--- src/rtl/frame_serializer.sv ---
`default_nettype none
// +--------------------------------------------------------------------------+
// | Module      : frame_serializer                                           |
// | Description : Parallel-to-serial framer: start bit, data bits, optional  |
// |               even parity (FRAME_SERIALIZER_PARITY_EN), stop bits.       |
// | Revision    : 1.0                                                        |
// +--------------------------------------------------------------------------+
module frame_serializer #(
    parameter int DATA_W    = 12,
    parameter int CLK_DIV   = 16,
    parameter int STOP_BITS = 1,
    parameter int MSB_FIRST = 1
) (
    input  logic              sysclk,
    input  logic              rst,
    input  logic [DATA_W-1:0] tx_data,
    input  logic              tx_valid,
    output logic              tx_ready,
    output logic              serial_out,
    output logic              busy,
    output logic              frame_done
);

    localparam int c_BIT_W = $clog2(DATA_W + 1);
    localparam int c_DIV_W = 8;

    localparam logic [c_DIV_W-1:0] c_DIV_LAST    = c_DIV_W'(CLK_DIV - 1);
    localparam logic [c_DIV_W-1:0] c_DIV_PRELAST = c_DIV_W'(CLK_DIV - 2);
    localparam logic [c_BIT_W-1:0] c_BIT_LAST    = c_BIT_W'(DATA_W - 1);
    localparam logic [c_BIT_W-1:0] c_STOP_LAST   = c_BIT_W'(STOP_BITS - 1);

    typedef enum logic [2:0] {
        S_IDLE   = 3'd0,
        S_START  = 3'd1,
        S_DATA   = 3'd2,
        S_PARITY = 3'd3,
        S_STOP   = 3'd4
    } state_t;

    state_t              r_state_q,  w_state_d;
    logic [c_DIV_W-1:0]  r_div_q,    w_div_d;
    logic [c_BIT_W-1:0]  r_bit_q,    w_bit_d;
    logic [DATA_W-1:0]   r_shift_q,  w_shift_d;
    logic                r_serial_q, w_serial_d;
    logic                r_busy_q,   w_busy_d;
    logic                r_ready_q,  w_ready_d;
    logic                r_done_q,   w_done_d;
`ifdef FRAME_SERIALIZER_PARITY_EN
    logic                r_parity_q, w_parity_d;
`endif

    logic                w_accept;
    logic                w_bit_end;
    logic                w_load;
    logic                w_out_bit;
    logic [DATA_W-1:0]   w_shift_next;

    assign w_accept  = tx_valid & r_ready_q;
    assign w_bit_end = (r_div_q == c_DIV_LAST);

    // The outgoing bit always sits at the same end of the register; shifting
    // after each emitted bit brings the next one into place.
    assign w_out_bit    = (MSB_FIRST != 0) ? r_shift_q[DATA_W-1] : r_shift_q[0];
    assign w_shift_next = (MSB_FIRST != 0) ? {r_shift_q[DATA_W-2:0], 1'b0}
                                           : {1'b0, r_shift_q[DATA_W-1:1]};

    always_comb begin
        w_state_d  = r_state_q;
        w_div_d    = w_bit_end ? '0 : r_div_q + c_DIV_W'(1);
        w_bit_d    = r_bit_q;
        w_shift_d  = r_shift_q;
        w_serial_d = r_serial_q;
        w_busy_d   = r_busy_q;
        w_ready_d  = 1'b0;
        w_done_d   = 1'b0;
        w_load     = 1'b0;
`ifdef FRAME_SERIALIZER_PARITY_EN
        w_parity_d = r_parity_q;
`endif
        case (r_state_q)
            S_IDLE: begin
                w_div_d    = '0;
                w_serial_d = 1'b1;
                w_busy_d   = 1'b0;
                w_ready_d  = 1'b1;
                w_load     = w_accept;
            end
            S_START: begin
                if (w_bit_end) begin
                    w_state_d  = S_DATA;
                    w_bit_d    = '0;
                    w_serial_d = w_out_bit;
                    w_shift_d  = w_shift_next;
                end
            end
            S_DATA: begin
                if (w_bit_end) begin
                    if (r_bit_q == c_BIT_LAST) begin
`ifdef FRAME_SERIALIZER_PARITY_EN
                        w_state_d  = S_PARITY;
                        w_serial_d = r_parity_q;
`else
                        w_state_d  = S_STOP;
                        w_serial_d = 1'b1;
                        w_bit_d    = '0;
`endif
                    end else begin
                        w_bit_d    = r_bit_q + c_BIT_W'(1);
                        w_serial_d = w_out_bit;
                        w_shift_d  = w_shift_next;
                    end
                end
            end
`ifdef FRAME_SERIALIZER_PARITY_EN
            S_PARITY: begin
                if (w_bit_end) begin
                    w_state_d  = S_STOP;
                    w_serial_d = 1'b1;
                    w_bit_d    = '0;
                end
            end
`endif
            S_STOP: begin
                // Outputs are registered, so the final-cycle flags are armed one cycle early.
                if ((r_bit_q == c_STOP_LAST) && (r_div_q == c_DIV_PRELAST)) begin
                    w_ready_d = 1'b1;
                    w_done_d  = 1'b1;
                end
                if (w_bit_end) begin
                    if (r_bit_q == c_STOP_LAST) begin
                        w_state_d  = S_IDLE;
                        w_div_d    = '0;
                        w_bit_d    = '0;
                        w_serial_d = 1'b1;
                        w_busy_d   = 1'b0;
                        w_ready_d  = 1'b1;
                        w_load     = w_accept;
                    end else begin
                        w_bit_d = r_bit_q + c_BIT_W'(1);
                    end
                end
            end
            default: begin
                w_state_d  = S_IDLE;
                w_div_d    = '0;
                w_bit_d    = '0;
                w_serial_d = 1'b1;
                w_busy_d   = 1'b0;
                w_ready_d  = 1'b1;
            end
        endcase

        if (w_load) begin
            w_state_d  = S_START;
            w_div_d    = '0;
            w_bit_d    = '0;
            w_shift_d  = tx_data;
            w_serial_d = 1'b0;
            w_busy_d   = 1'b1;
            w_ready_d  = 1'b0;
`ifdef FRAME_SERIALIZER_PARITY_EN
            w_parity_d = ^tx_data;
`endif
        end
    end

    always_ff @(posedge sysclk) begin
        if (rst) begin
            r_state_q  <= S_IDLE;
            r_div_q    <= '0;
            r_bit_q    <= '0;
            r_shift_q  <= '0;
            r_serial_q <= 1'b1;
            r_busy_q   <= 1'b0;
            r_ready_q  <= 1'b1;
            r_done_q   <= 1'b0;
`ifdef FRAME_SERIALIZER_PARITY_EN
            r_parity_q <= 1'b0;
`endif
        end else begin
            r_state_q  <= w_state_d;
            r_div_q    <= w_div_d;
            r_bit_q    <= w_bit_d;
            r_shift_q  <= w_shift_d;
            r_serial_q <= w_serial_d;
            r_busy_q   <= w_busy_d;
            r_ready_q  <= w_ready_d;
            r_done_q   <= w_done_d;
`ifdef FRAME_SERIALIZER_PARITY_EN
            r_parity_q <= w_parity_d;
`endif
        end
    end

    assign tx_ready   = r_ready_q;
    assign serial_out = r_serial_q;
    assign busy       = r_busy_q;
    assign frame_done = r_done_q;

endmodule
`default_nettype wire
--- config.mk ---
export PLATFORM = sky130hd
export DESIGN_NAME = frame_serializer
export DESIGN_NICKNAME = d
export VERILOG_FILES = /design/src/rtl/frame_serializer.sv
export SDC_FILE = /design/constraint.sdc
export NUM_CORES = 1
export LEC_CHECK = 0
export CAP_MARGIN = 15
export CORE_UTILIZATION = 60
export CTS_CLUSTER_SIZE = 14
export DETAILED_ROUTE_END_ITERATION = 6
export DONT_BUFFER_PORTS = 1
export HOLD_SLACK_MARGIN = 0.1
export PLACE_DENSITY_LB_ADDON = 0.08
export SLEW_MARGIN = 20
export SYNTH_ARGS = -nofsm -noshare
export SYNTH_HDL_FRONTEND = slang
export SYNTH_SLANG_ARGS = --single-unit
--- constraint.sdc ---
create_clock -name sysclk -period 4.1 [get_ports sysclk]
set_clock_uncertainty 0.15 [all_clocks]
set_input_delay 0.82 -clock sysclk [delete_from_list [all_inputs] [get_ports sysclk]]
set_output_delay 0.82 -clock sysclk [all_outputs]
set_load 0.1 [all_outputs]
==> results.toml, run 1 <==
[finish]
diodes = 0
drive_gt1_share_pct = 16.0
nets = 199
syn_to_final_growth_pct = 3.42
final_design_area_no_fill_um2 = 1670
final_core_util_pct = 66.7
fill_cells = 220

[synth]
yosysTopAreaCell = "dfxtp_1"
synth.avg_cell_area_um2 = 8.81
netlist_top_cells_count = "31 x dfxtp_1, 30 x nand2_1, 27 x nor2_1"
synth_ff_type = "dfxtp_1"
syn_area_um2 = 1610
syn_inst = 183
synth_area_leaders = "dfxtp_1 39%, a311oi_2 10%, nand2_1 7.0%"
yosys_register_bits = 31
synth_edf_count = 0
yosysWarnings = 0
yosysUniqueCellTypes = 45
synth_most_common_cell = "dfxtp_1"
synth_top_area_share_pct = 38.5
async_flop_share_pct = 0
yosysSeqAreaShare_pct = 38.5
synth_nets = 202

[worst_hold_path]
hold_depth = 2
hold_class = "flip-flop to flip-flop"

[critical_path]
crit_fanout = 3
cp-end-kind = "primary output"
crit_cells = 0
critical_path_required_ns = 3.13
path_class = "flip-flop to primary output"
cp.arrival_ns = 1.35
critPathLaunchType = "flip-flop"
r2r.worst_path.cells = 6

[clock_tree]
cts_sinks = 31
clk_pin_slew_worst_paths_ns = 0.09
cts_buffers = 5
cts_tree = "yes"
cts_max_level = 2
cts-root-buf = "clkbuf_4"
post_cts_buffers = 0
clockBufferDepth = 2
clk_latency_ns = 0.34
cts_resized = 0
cts_hold_buf = 0

[sta]
tightest_slew_ns = 1.04
rsz0062_at_grt = "false"
setup_tns_ns = 0
min_period_ns = 2.32
fin_crit_sh_pct = 56.6
max_freq_mhz = 431
setup_viol = 0
slew_headroom_pct = 30.4
final_hold_viol_count = 0
drv_slew = 0

[grt]
met2_usage_pct = 33.5
grt_use_total_pct = 22.4
use_met3_pct = 7.34
antenna_found_initial = 0
grt_pass1_vias = 1031
met1_usage_pct = 27.7
busiest_layer = "met2"
grt_overflow = 0
grt_pass1_wl_um = 4460
grt_start_max_net_pins = 32

[drt]
vias = 1251
drt-vias-per-instance = 5.93
drc_errors = 0
ant_nets = 0
first_iter_violations = 19
wl_per_cell_um = 14.0
first_pass_iters = 4
drt_wl_total_um = 2950

[die]
start_util_pct = 64.5
die_h_um = 53.8
row_count = 18
core_area_um2 = 2500
dieArea_um2 = 2900
fp.dieW_um = 53.8
io_pins = 19

[placement]
dp_hpwl_um = 2130
numPortBuffers = 0
gp_congestion = 0.826
placed_area_um2 = 1600

[power_and_ir_drop]
p_leak_nw = 0.568
power.density_nw_per_um2 = 518
vdd_drop_max_v = 0.000362

[flow_run]
maxCapViolCount = 0

[outcome]
outcome = "finished clean"
[final timing paths]
kind | start | to | slack (ns)
max | tx_ready | tx_ready | 1.78
min | r_shift_q[0] | r_shift_q[0] | 0.32
max reg2reg | r_div_q[5] | r_div_q[6] | 1.90
min reg2reg | r_shift_q[0] | r_shift_q[0] | 0.32
[routing by layer]
layer,part of all wire [%],up-vias,wire length (um)
li1,-,627,-
met1,45,590,1330
met4,2.2,0,65
met5,0,-,0
met2,47,27,1380
met3,6.0,7,176
[metrics by stage]
stage	worst slack (ns)	power [mW]	instances	hold WS (ns)
finish	1.78	0.862	211	0.317
global route	1.76	0.912	211	0.343
CTS	1.77	0.869	211	0.320
detailed placement	1.91	0.667	203	0.306
global placement	1.98	0.662	203	0.307
floorplan	2.10	0.635	183	0.287
[flip-flops by register name (all words and copies together) (netlist names)]
signal and cells:
r_shift_q 12, r_div_q 8, r_bit_q 4, r_state_q 3, busy 1, frame_done 1
serial_out 1, tx_ready 1
[placed cells by master (no fill, tap or decap), drive strengths merged, types with 4 or more instances in the layout]
| master | Yosys | routed |
|---|---|---|
| ha | 4 | 4 |
| inv | 5 | 5 |
| clkbuf | 3 | 8 |
| nand3 | 9 | 9 |
| a21oi | 8 | 8 |
| a311oi | 11 | 11 |
| nand2 | 30 | 30 |
| nor2 | 28 | 28 |
| dfxtp | 31 | 31 |
| xnor2 | 7 | 7 |
[cells by family after synthesis]
family / Yosys count / share of synthesized area (%)
buffers and inverters: 16 / 4.81
AND/OR/NAND/NOR: 90 / 28.3
XOR/XNOR: 10 / 5.44
flip-flops: 31 / 38.5
AO/OA/AOI/OAI: 31 / 19.3
multiplexers: 1 / 0.621
adder cells (fa/ha/maj): 4 / 3.11
[final cells by class]
class | instances | area [um^2] | area share, %
clock buffer | 8 | 68.8 | 4.13
inverter | 5 | 18.8 | 1.13
multi-input combinational | 136 | 913 | 54.8
sequential | 31 | 621 | 37.2
tap | 30 | 37.5 | 2.25
timing repair buffer | 1 | 7.51 | 0.450
[power breakdown]
| group | internal, mW | switching [mW] |
|---|---|---|
| logic | 0.0940 | 0.128 |
| registers | 0.346 | 0.0939 |
| clock network | 0.101 | 0.100 |
| total | 0.540 | 0.322 |
Power figures use the tool's default switching activity.
==> run 2, diff against run 1 <==
==> constraint.sdc (replaced) <==
create_clock -name sysclk -period 2.3 [get_ports sysclk]
set_clock_uncertainty 0.15 [all_clocks]
set_input_delay 0.46 -clock sysclk [delete_from_list [all_inputs] [get_ports sysclk]]
set_output_delay 0.46 -clock sysclk [all_outputs]
set_load 0.1 [all_outputs]
==> run 2 against run 1 <==
Count of clock-buffer cells in the layout is 1 lower. Cell count is 4.7% higher. Final area is 5.3% higher. Combinational power grew to 2.5 times the previous value. Non-clock buffer count is 10 higher. Register-to-register slack worse by 1.8 ns. Die area stayed put. Total power is 82% higher. First-iteration DRC count is 26% higher. Sequential power is 60% higher. Global-route usage is 2.3 points higher. Sequential share of layout area is 1.9 points lower.
==> results.toml, run 2 (synthesized netlist as in run 1, its figures left out) <==
[outcome]
outcome = "finished clean"

[sta]
max_freq_mhz = 465
drv_slew = 0
final_hold_viol_count = 0
tightest_slew_ns = 0.969
setup_viol = 0
min_period_ns = 2.15
rsz0062_at_grt = "false"
slew_headroom_pct = 35.3
fin_crit_sh_pct = 93.6
setup_tns_ns = 0

[worst_hold_path]
hold_depth = 2
min_to = "r_shift_q[0]"
hold_start = "tx_data[0]"
hold_class = "input pin to flip-flop"

[drt]
ant_nets = 0
vias = 1268
drc_errors = 0
first_pass_iters = 4
drt-vias-per-instance = 5.74
drt_wl_total_um = 3120
wl_per_cell_um = 14.1
first_iter_violations = 24

[flow_run]
maxCapViolCount = 0

[critical_path]
cp-end-kind = "flip-flop"
crit_family = "simple AND/OR/NAND/NOR gates"
cp.arrival_ns = 2.18
critPathMaxStageDelay_ns = 0.56
crit_path_cell_trace = "or4_4 -> nor4_4 -> o211ai_4 -> buf_12 -> nor2_1 -> a311oi_2"
path_class = "flip-flop to flip-flop"
critical_path_required_ns = 2.33
r2r_setup_slack_ns = 0.15
crit_fanout = 26
path_buf_inv = 1
critPathLaunchType = "flip-flop"
cpMaxStageDelayCell = "or4_4"
rr_endpoint = "r_shift_q[1]"
r2r.worst_path.cells = 6
worstReg2RegStart = "r_div_q[4]"

[clock_tree]
cts_max_level = 2
cts_tree = "yes"
clockBufferDepth = 2
cts_sinks = 31
cts_buffers = 5
clk_pin_slew_worst_paths_ns = 0.08
cts-root-buf = "clkbuf_4"
post_cts_buffers = 0
clk_latency_ns = 0.33

[die]
core_area_um2 = 2500
die_h_um = 53.8
fp.dieW_um = 53.8
dieArea_um2 = 2900
io_pins = 19
row_count = 18
start_util_pct = 64.5

[grt]
grt_start_max_net_pins = 27
grt_pass1_wl_um = 4940
antenna_found_initial = 0
grt_overflow = 0
grt_use_total_pct = 24.7
grt_pass1_vias = 1114

[finish]
final_common_cell = "dfxtp_1"
nets = 209
largest_register_ffs = 12
diodes = 0
instances_no_fill = 221
top_regs = "r_shift_q (12), r_div_q (8), r_bit_q (4)"
fill_cells = 208
syn_to_final_growth_pct = 8.85
drive_gt1_share_pct = 19.9
layout_common_cells = "31 x dfxtp_1, 30 x nand2_1, 27 x nor2_1, 11 x a311oi_2"
top_register = "r_shift_q"

[power_and_ir_drop]
p_leak_nw = 0.616
pwr-share-comb_pct = 35.9
vdd_drop_max_v = 0.000653
internal-power_mw = 0.957
switchingPower_mw = 0.609
clockPowerShare_pct = 19.0
power.density_nw_per_um2 = 893
switching_share_pct = 38.9
power.share.sequential_pct = 45.1

[placement]
gp_congestion = 0.946
numPlacedInstances = 212
numPortBuffers = 0
dp_hpwl_um = 2270
## run 2: layout make-up
cell class                      count  area, um^2  area share, %
Clock inverter                      1        5.00          0.285
Sequential cell                    31         621           35.4
Clock buffer                        7        45.0           2.57
Multi-Input combinational cell    136         930           53.0
Tap cell                           30        37.5           2.14
Inverter                            5        18.8           1.07
Timing Repair Buffer               11        97.6           5.56
## run 2: worst max-delay path by stage
| stage | startpoint | endpoint | slack, ns | cells past startpoint |
|---|---|---|---|---|
| finish | r_div_q[4] | r_shift_q[1] | 0.15 | 6 |
| global route | r_bit_q[1] | r_shift_q[1] | 0.004 | 8 |
| CTS | r_div_q[4] | r_shift_q[1] | 0.08 | 6 |
| detailed placement | r_bit_q[0] | r_shift_q[8] | 0.13 | 7 |
| global placement | r_div_q[4] | r_shift_q[1] | 0.19 | 5 |
| floorplan | r_div_q[5] | r_shift_q[10] | 0.30 | 6 |
## run 2: power by group through the flow
stage / logic (mW) / clock network, mW / registers [mW]
after CTS: 0.556 / 0.302 / 0.703
final: 0.563 / 0.297 / 0.706
after global routing: 0.614 / 0.325 / 0.715
after global placement: 0.530 / 0 / 0.711
after floorplan: 0.368 / 0 / 0.764
after detailed placement: 0.547 / 0 / 0.713
## run 2: layer usage
layer | vias up | GRT usage [%] | share of wire [%]
li1 | 649 | - | -
met1 | 584 | 31.1 | 46
met2 | 28 | 37.7 | 47
met3 | 7 | 8.19 | 5.1
met4 | 0 | 11.8 | 1.8
met5 | - | 0 | 0
## run 2: timing repair
| item | 4_1_cts | 5_1_grt |
|---|---|---|
| hold buffers | 1 | 0 |
| gates resized for setup | 0 | 3 |
| hold endpoints to repair | 17 | 0 |
| endpoints found under the setup margin | 0 | 11 |
## run 2: per-stage QoR
step | worst slack [ns] | area (um^2) | util, % | hold slack [ns] | total power, mW
5_1_grt | 0.00398 | 1750 | 70.2 | 0.141 | 1.65
3_3_place_gp | 0.186 | 1680 | 67.1 | 0.300 | 1.24
4_1_cts | 0.0798 | 1740 | 69.5 | 0.143 | 1.56
3_5_place_dp | 0.126 | 1680 | 67.1 | 0.318 | 1.26
2_1_floorplan | 0.299 | 1610 | - | 0.287 | 1.13
6_report | 0.148 | 1750 | 70.2 | 0.150 | 1.57
## run 2: worst register-to-register path, delay by kind of cell (launching register included)
| kind | cells | cell delay, ns |
|---|---|---|
| AOI/OAI and AO/OA | 2 | 0.23 |
| buffers and inverters | 1 | 0.20 |
| DFF | 1 | 0.35 |
| and+or+nand+nor | 3 | 1.08 |
